### src/rtl/io_ccff_prog_ctrl.sv
// io_ccff_prog_ctrl: host-fed serial programming sequencer for an IO ccff chain.
// Optional CRC-16-CCITT check of the shifted stream: define CCFF_PROG_CRC_EN.
module io_ccff_prog_ctrl #(
    parameter int DATA_W        = 32,
    parameter int CHAIN_LEN     = 64,
    parameter int RST_CYCLES    = 4,
    parameter int SETTLE_CYCLES = 8
) (
    input  logic              prog_clk,
    input  logic              pReset_n,
    input  logic              start,
    input  logic              abort,
    input  logic [DATA_W-1:0] cfg_data,
    input  logic              cfg_valid,
    output logic              cfg_ready,
    output logic              ccff_head,
    output logic              ccff_shift_en,
    output logic              pReset,
    output logic              IO_ISOL_N,
    output logic              busy,
    output logic              done,
    output logic              error
);
    localparam int BW = $clog2(CHAIN_LEN + 1);
    localparam int RW = $clog2(DATA_W + 1);
    localparam logic [31:0] CL = 32'(CHAIN_LEN);
    localparam logic [15:0] RST_LAST = 16'(RST_CYCLES - 1);
    localparam logic [15:0] SET_LAST = 16'(SETTLE_CYCLES - 1);

    typedef enum logic [2:0] {
        S_IDLE, S_CLEAR, S_SHIFT, S_CHECK, S_SETTLE, S_DONE, S_ERROR
    } state_t;

    state_t r_state, w_next;
    logic [15:0] r_cnt;
    logic [BW-1:0] r_bits;
    logic [RW-1:0] r_rem;
    logic [DATA_W-1:0] r_word;
    logic r_head;
    logic w_shift, w_more, w_room, w_hs, w_last;

    // a new word may land only while chain bits beyond the buffered ones remain
    assign w_shift = (r_state == S_SHIFT) && (r_rem != '0) && (32'(r_bits) < CL);
    assign w_more = (32'(r_bits) + 32'(r_rem)) < CL;
    assign w_room = (r_rem == '0) || ((r_rem == RW'(1)) && w_shift);
    assign w_last = w_shift && (32'(r_bits) == CL - 32'd1);
    assign w_hs = cfg_valid && cfg_ready;

`ifdef CCFF_PROG_CRC_EN
    logic [15:0] r_crc;
    logic [15:0] w_crc_nx;
    logic w_crc_ok;
    assign w_crc_nx = {r_crc[14:0], 1'b0} ^
                      ((r_crc[15] ^ ccff_head) ? 16'h1021 : 16'h0000);
    assign w_crc_ok = (cfg_data[15:0] == r_crc);
`endif

    always_comb begin
        cfg_ready = 1'b0;
        if (r_state == S_SHIFT) cfg_ready = w_room && w_more;
`ifdef CCFF_PROG_CRC_EN
        if (r_state == S_CHECK) cfg_ready = 1'b1;
`endif
    end

    always_comb begin
        w_next = r_state;
        if (abort) begin
            w_next = S_IDLE;
        end else begin
            case (r_state)
                S_IDLE, S_DONE, S_ERROR: if (start) w_next = S_CLEAR;
                S_CLEAR: if (r_cnt == RST_LAST) w_next = S_SHIFT;
`ifdef CCFF_PROG_CRC_EN
                S_SHIFT: if (w_last) w_next = S_CHECK;
                S_CHECK: if (w_hs) w_next = w_crc_ok ? S_SETTLE : S_ERROR;
`else
                S_SHIFT: if (w_last) w_next = S_SETTLE;
`endif
                S_SETTLE: if (r_cnt == SET_LAST) w_next = S_DONE;
                default: w_next = S_IDLE;
            endcase
        end
    end

    always_ff @(posedge prog_clk or negedge pReset_n) begin
        if (!pReset_n) r_state <= S_IDLE;
        else r_state <= w_next;
    end

    always_ff @(posedge prog_clk or negedge pReset_n) begin
        if (!pReset_n) begin
            r_cnt  <= '0;
            r_bits <= '0;
            r_rem  <= '0;
            r_word <= '0;
            r_head <= 1'b0;
        end else begin
            r_head <= ccff_head;
            if (w_next != r_state) r_cnt <= '0;
            else if (pReset || (r_state == S_SETTLE)) r_cnt <= r_cnt + 16'd1;
            if (r_state == S_CLEAR) begin
                r_bits <= '0;
                r_rem  <= '0;
                r_word <= '0;
            end else if (r_state == S_SHIFT) begin
                if (w_shift) r_bits <= r_bits + BW'(1);
                if (w_hs) begin
                    r_word <= cfg_data;
                    r_rem  <= RW'(DATA_W);
                end else if (w_shift) begin
                    r_word <= {r_word[DATA_W-2:0], 1'b0};
                    r_rem  <= r_rem - RW'(1);
                end
            end
        end
    end

`ifdef CCFF_PROG_CRC_EN
    always_ff @(posedge prog_clk or negedge pReset_n) begin
        if (!pReset_n) r_crc <= 16'hFFFF;
        else if (r_state == S_CLEAR) r_crc <= 16'hFFFF;
        else if (w_shift) r_crc <= w_crc_nx;
    end
    assign error = (r_state == S_ERROR);
`else
    assign error = 1'b0;
`endif

    assign ccff_shift_en = w_shift;
    assign ccff_head = w_shift ? r_word[DATA_W-1] : r_head;
    assign pReset = (r_state == S_CLEAR);
    assign IO_ISOL_N = (r_state == S_DONE);
    assign done = (r_state == S_DONE);
    assign busy = (r_state == S_CLEAR) || (r_state == S_SHIFT) ||
                  (r_state == S_CHECK) || (r_state == S_SETTLE);
endmodule

### config.mk
export PLATFORM = sky130hd
export DESIGN_NAME = io_ccff_prog_ctrl
export DESIGN_NICKNAME = d
export VERILOG_FILES = /design/src/rtl/io_ccff_prog_ctrl.sv
export SDC_FILE = /design/constraint.sdc
export NUM_CORES = 1
export LEC_CHECK = 0
export ABC_AREA = 1
export BUFFER_PORTS_ARGS = -buffer_cell sky130_fd_sc_hd__buf_2
export CORE_ASPECT_RATIO = 0.7
export CORE_MARGIN = 5
export CORE_UTILIZATION = 53
export DETAILED_ROUTE_END_ITERATION = 6
export PLACE_DENSITY_LB_ADDON = 0.08
export SETUP_SLACK_MARGIN = 0.1
export SYNTH_ARGS = -nofsm -noshare
export SYNTH_HDL_FRONTEND = slang
export SYNTH_SLANG_ARGS = --single-unit
### constraint.sdc
create_clock -name prog_clk -period 2 [get_ports prog_clk]
set_clock_uncertainty 0.05 [all_clocks]
set_input_delay 0.2 -clock prog_clk [delete_from_list [all_inputs] [get_ports prog_clk]]
set_output_delay 0.2 -clock prog_clk [all_outputs]
set_load 0.1 [all_outputs]
# --- Yosys cells after proc, flatten, opt, wreduce, memory -nomap -nowiden ---
# Cells that the tools add are included.
word_totals:
  register_bits: 65
  in_bits: 37
  out_inout_bits: 8
  elab_cells: 65
classes:
  n_addsub: 4
  magnitude_cmp: 2
  eq_ne: 11
  mux: 21
  reduce_logical: 21
ops:
  columns: ["op", "n"]
  rows:
  - ["$mux W32", 4]
  - ["$mux W16", 2]
  - ["$mux W6", 4]
  - ["$mux W7", 3]
  - ["$add A16 B1 Y16 const B", 1]
  - ["$eq A16 B2 Y1 const B", 1]
  - ["$eq A16 B3 Y1 const B", 1]
  - ["$mux W3", 5]
  - ["$pmux W3 S4", 1]
  - ["$eq A3 B3 Y1 const B", 3]
  - ["$add A7 B6 Y8", 1]
  - ["$lt A8 B7 Y1 const B", 1]
  - ["$add A7 B1 Y7 const B", 1]
  - ["$eq A7 B6 Y1 const B", 1]
  - ["$lt A7 B7 Y1 const B", 1]
  - ["$eq A3 B2 Y1 const B", 2]
  - ["$eq A6 B1 Y1 const B", 1]
  - ["$logic_and A1 B1 Y1", 6]
  - ["$logic_not A6 Y1", 1]
  - ["$reduce_bool A2 Y1", 3]
  - ["$reduce_bool A6 Y1", 1]
  - ["$sub A6 B1 Y6 const B", 1]
  - ["$logic_or A1 B1 Y1", 5]
  - ["$reduce_and A2 Y1", 2]
  - ["6 further kinds", 7]

# --- Logic depth before layout (Yosys ltp) ---
depth:
  word_depth: 11
  ltp_mapped: 17
  mapped_depth_nobuf: 15

# --- Worst setup path before layout ---
# Ideal clock, no wire load.
synth_timing:
  kind: "flip-flop to flip-flop"
  startpoint: "register r_rem[0]"
  endpoint: "register r_head"
  setup_ns: 0.385
  arrival_time_ns: 2.224
  t_required_ns: 1.565
  slack_ns: -0.659
  path_stages_with_launch: 9
  n_path_buf: 0
  period_less_slack_ns: 2.659
  cell_sequence: "dfrtp_1 -> inv_1 -> ha_1 -> nand3_1 -> nor2_1 -> nor2_4 -> inv_1 -> nand2_1 -> nand2_1"
synth_between:
  elab_chain_cells: 4
synth_lines:
  columns: ["item", "line", "source"]
  rows:
  - ["from (decl)", "37", "logic [RW-1:0] r_rem;"]
  - ["from (signal assigned)", "110", "r_rem <= RW'(DATA_W);"]
  - ["from (signal assigned)", "113", "r_rem <= r_rem - RW'(1);"]
  - ["$reduce_bool A6 Y1", "43", "assign w_shift = (r_state == S_SHIFT) && (r_rem != '0) && (32'(r_bits) < CL);"]
  - ["$logic_and A1 B1 Y1 (2 in a row)", "43", null]
  - ["named net ccff_shift_en", "17", "output logic ccff_shift_en,"]
  - ["$mux W1", "131", "assign ccff_head = w_shift ? r_word[DATA_W-1] : r_head;"]
  - ["named net ccff_head", "16", "output logic ccff_head,"]
  - ["to (signal assigned)", "99", "r_head <= ccff_head;"]
  - ["to (decl)", "39", "logic r_head;"]
# The timed path passes the listed nets, and every way through them passes these cells.
# A chain may end at the register's enable or synchronous reset.

# --- Final worst setup path ---
layout_timing:
  startpoint: "register r_rem[2]"
  endpoint: "register r_word[23]"
layout_between:
  elab_chain_cells: 11
  word_cells_on_any_way: 17
  classes_between: "add/sub (1); order compare (1); eq/ne (1); mux (4); reduce/logical (10)"
layout_lines:
  columns: ["item", "line", "source"]
  rows:
  - ["branches (longest 11 deep; another with $add A7 B6 Y8)", null, null]
  - ["to (signal assigned)", "109", "r_word <= cfg_data;"]
  - ["to (signal assigned)", "112", "r_word <= {r_word[DATA_W-2:0], 1'b0};"]
  - ["to (decl)", "38", "logic [DATA_W-1:0] r_word;"]
# Parallel ways; which one is timed is not known. The select of a mux whose other input is x is not followed.

==> impl_metrics.ini <==
[die]
die_h_um = 80.3
core_um2 = 6820
die_area_um2 = 8870
ios = 45
rows = 25
start_util_pct = 54.9
fp.dieW_um = 110

[clock_tree]
clk_pin_slew_ns = 0.07
cts_tree = done
cts_root_buf = clkbuf_8
h-tree-depth = 3
numCtsBuffers = 9
clk_latency_ns = 0.34
cts_buffer_depth = 2
clkSinkCount = 65

[yosys]
netlist_instances = 510
ys_ff_latch = 65
synth.distinct_cells = 33
synth_area_um2 = 3740
avgSynthCellArea_um2 = 7.34
synthDominantCellAreaShare_pct = 43.4
synth_nets = 556
yosysTopAreaCell = dfrtp_1
yosysMostFrequentCell = nand2_1
yosys_warnings = 0
ys_top_cells_by_count = nand2_1 (222), dfrtp_1 (65), nor2_1 (44)
synth_edf_count = 0
yosys-top-cells-area = dfrtp_1 (43%), nand2_1 (22%), nand4_1 (6.0%)
async_reset_ff_share_pct = 100
ys_seq_area_share_pct = 43.4
ys.flop_type = dfrtp_1

[route]
drc = 0
num_vias = 4151
drt-pass1-iter-count = 5
vias_per_cell = 5.79
ant_nets = 0
wl_um = 13200
wl_per_cell_um = 18.5
drtIter0Drc = 339

[global_route]
grt_max_degree = 66
antenna_found_initial = 0
track_usage_pct = 23.4
grt_pass1_vias = 3555
grt_pass1_wl_um = 16900
grt-ovfl-total = 0

[power]
p_leak_nw = 3.01
ir_worst_vdd_uv = 496
p_per_area_nw_per_um2 = 769

[status]
status = finished with violations
failed_checks = negative setup slack

[hold_path]
hp-class = in2reg

[finish]
area_delta_synth_final_pct = 53.0
drive_above_1_share_pct = 44.6
fin_util_pct = 84.0
nets = 665
insertedDiodeCount = 0

[critical_path]
r2r-end = r_word[23]
critPathMaxFanout = 5
worstPathArrival_ns = 2.45
r2r-start = r_rem[2]
cp-endpoint = r_word[23]
crit_path_top_delay_cell = dfrtp_1
crit_path_max_incr_delay_ns = 0.41
crit_top_cell = nand2_1
ff2ff_path_depth = 12
cp.required_ns = 2.17
crit_chain = buf_4 -> inv_2 -> nand2_1 -> nor4_4 -> buf_4 -> nand3_4 -> buf_8 -> buf_16 -> nand2_1 -> nand2_1 -> nand2_1 -> nand2_1
setup.worst_path.start = r_rem[2]
crit_type = reg2reg
reg2reg_slack_ns = -0.27
end_kind = register
start_kind = register

[timing]
timing.final.hold_violations = 0
slew_viol_final = 0
min_period_over_period_pct = 114
fin_ws_ns = -0.272
max_freq_ghz = 0.440
fin_crit_ns = 2.27
setup_viol = 49
whs_ns = 0.142
grt_setup_unrepaired = true

[placed_design]
place.port_buffers = 43
gp_congestion = 0.854
place_hpwl_um = 6120

[run]
drv_cap = 0
-- per-stage QoR --
stage          setup WS (ns)  power (mW)  cells  TNS [ns]  instance area, um^2
6_report              -0.272        4.40    717     -7.85                 5730
3_5_place_dp         -0.0762        2.53    655    -0.724                 4360
5_1_grt               -0.371        4.54    717    -12.81                 5730
3_3_place_gp          0.0142        2.48    655         0                 4360
2_1_floorplan         -0.237        2.17    510     -8.93                 3800
4_1_cts               -0.204        3.93    692     -5.82                 4910
-- layout make-up --
type | count | area, um^2
fill | 374 | 1090
sequential | 65 | 1630
clock buffer | 12 | 155
inverter | 32 | 133
clock inverter | 3 | 40.0
tap | 94 | 118
timing repair buffer | 123 | 1190
multi-input combinational | 388 | 2460
-- metal layers --
metal  global-route usage [%]  up-vias  part of all wire [%]
li1                         -     1851                     -
met5                        0        -                     0
met2                     36.1      253                    47
met4                     6.40        0                   3.4
met1                     33.9     1991                    42
met3                     4.59       56                   8.5
-- logic make-up after synthesis --
logic type | synth area share [%]
and+or+nand+nor | 39.7
DFF | 43.4
buffers and inverters | 6.92
AOI/OAI and AO/OA | 2.61
xor gates and xnor gates | 3.98
adders and majority gates | 3.01
other | 0.100
muxes | 0.267
-- worst min path at each step --
stage | to | slack, ns | startpoint | cells after the start
floorplan | r_bits[0] | -0.15 | pReset_n | 0
global placement | r_cnt[8] | 0.20 | pReset_n | 2
detailed placement | r_cnt[15] | 0.19 | pReset_n | 2
CTS | r_word[0] | 0.08 | cfg_data[0] | 3
global route | r_word[0] | 0.15 | cfg_data[0] | 3
finish | r_word[0] | 0.14 | cfg_data[0] | 3
-- layout by cell type (no fill, tap or decap), drive strengths merged --
cell / netlist / final
buf: 16 / 116
bufinv: 0 / 1
clkbuf: 10 / 18
a221oi: 1 / 1
dfrtp: 65 / 65
nand2: 226 / 227
a31oi: 1 / 1
clkinv: 0 / 2
and2: 1 / 1
nor3: 5 / 5
ha: 9 / 9
nand4: 36 / 36
nor3b: 2 / 2
nand3: 21 / 21
xor2: 12 / 12
xnor2: 5 / 5
o21ai: 9 / 9
dlygate4sd3: 0 / 1
conb: 1 / 1
mux2i: 1 / 1
nor2: 47 / 47
and3: 1 / 1
nand3b: 2 / 2
inv: 32 / 32
a22o: 1 / 1
a21oi: 5 / 5
nor4: 1 / 1
-- worst max-delay path: cells and delay by family, from the launching register on --
kind	cells	cell delay (ns)
buffers and inverters	5	0.78
flip-flops	1	0.41
AND/OR/NAND/NOR	7	0.89
-- repair_timing --
| item | CTS | global route |
|---|---|---|
| hold endpoints to repair | 65 | 0 |
| buffers inserted | 18 | 18 |
| setup endpoints to repair | 61 | 62 |
| cloned | 3 | 10 |
| gates resized for setup | 40 | 151 |
| hold buffers | 1 | 0 |
| pin swaps | 7 | 62 |
-- flip-flops by register name, indices dropped and copies added, names as in the netlist --
register / flops
r_bits: 7
r_cnt: 16
r_state: 3
r_word: 32
r_head: 1
r_rem: 6
-- where the power goes --
group | internal (mW) | switching [mW] | leakage, nW
logic | 0.769 | 0.983 | 2.02
clock network | 0.634 | 0.515 | 0.102
registers | 1.40 | 0.107 | 0.895
total | 2.80 | 1.60 | 3.01
(Power assumes the default switching activity.)
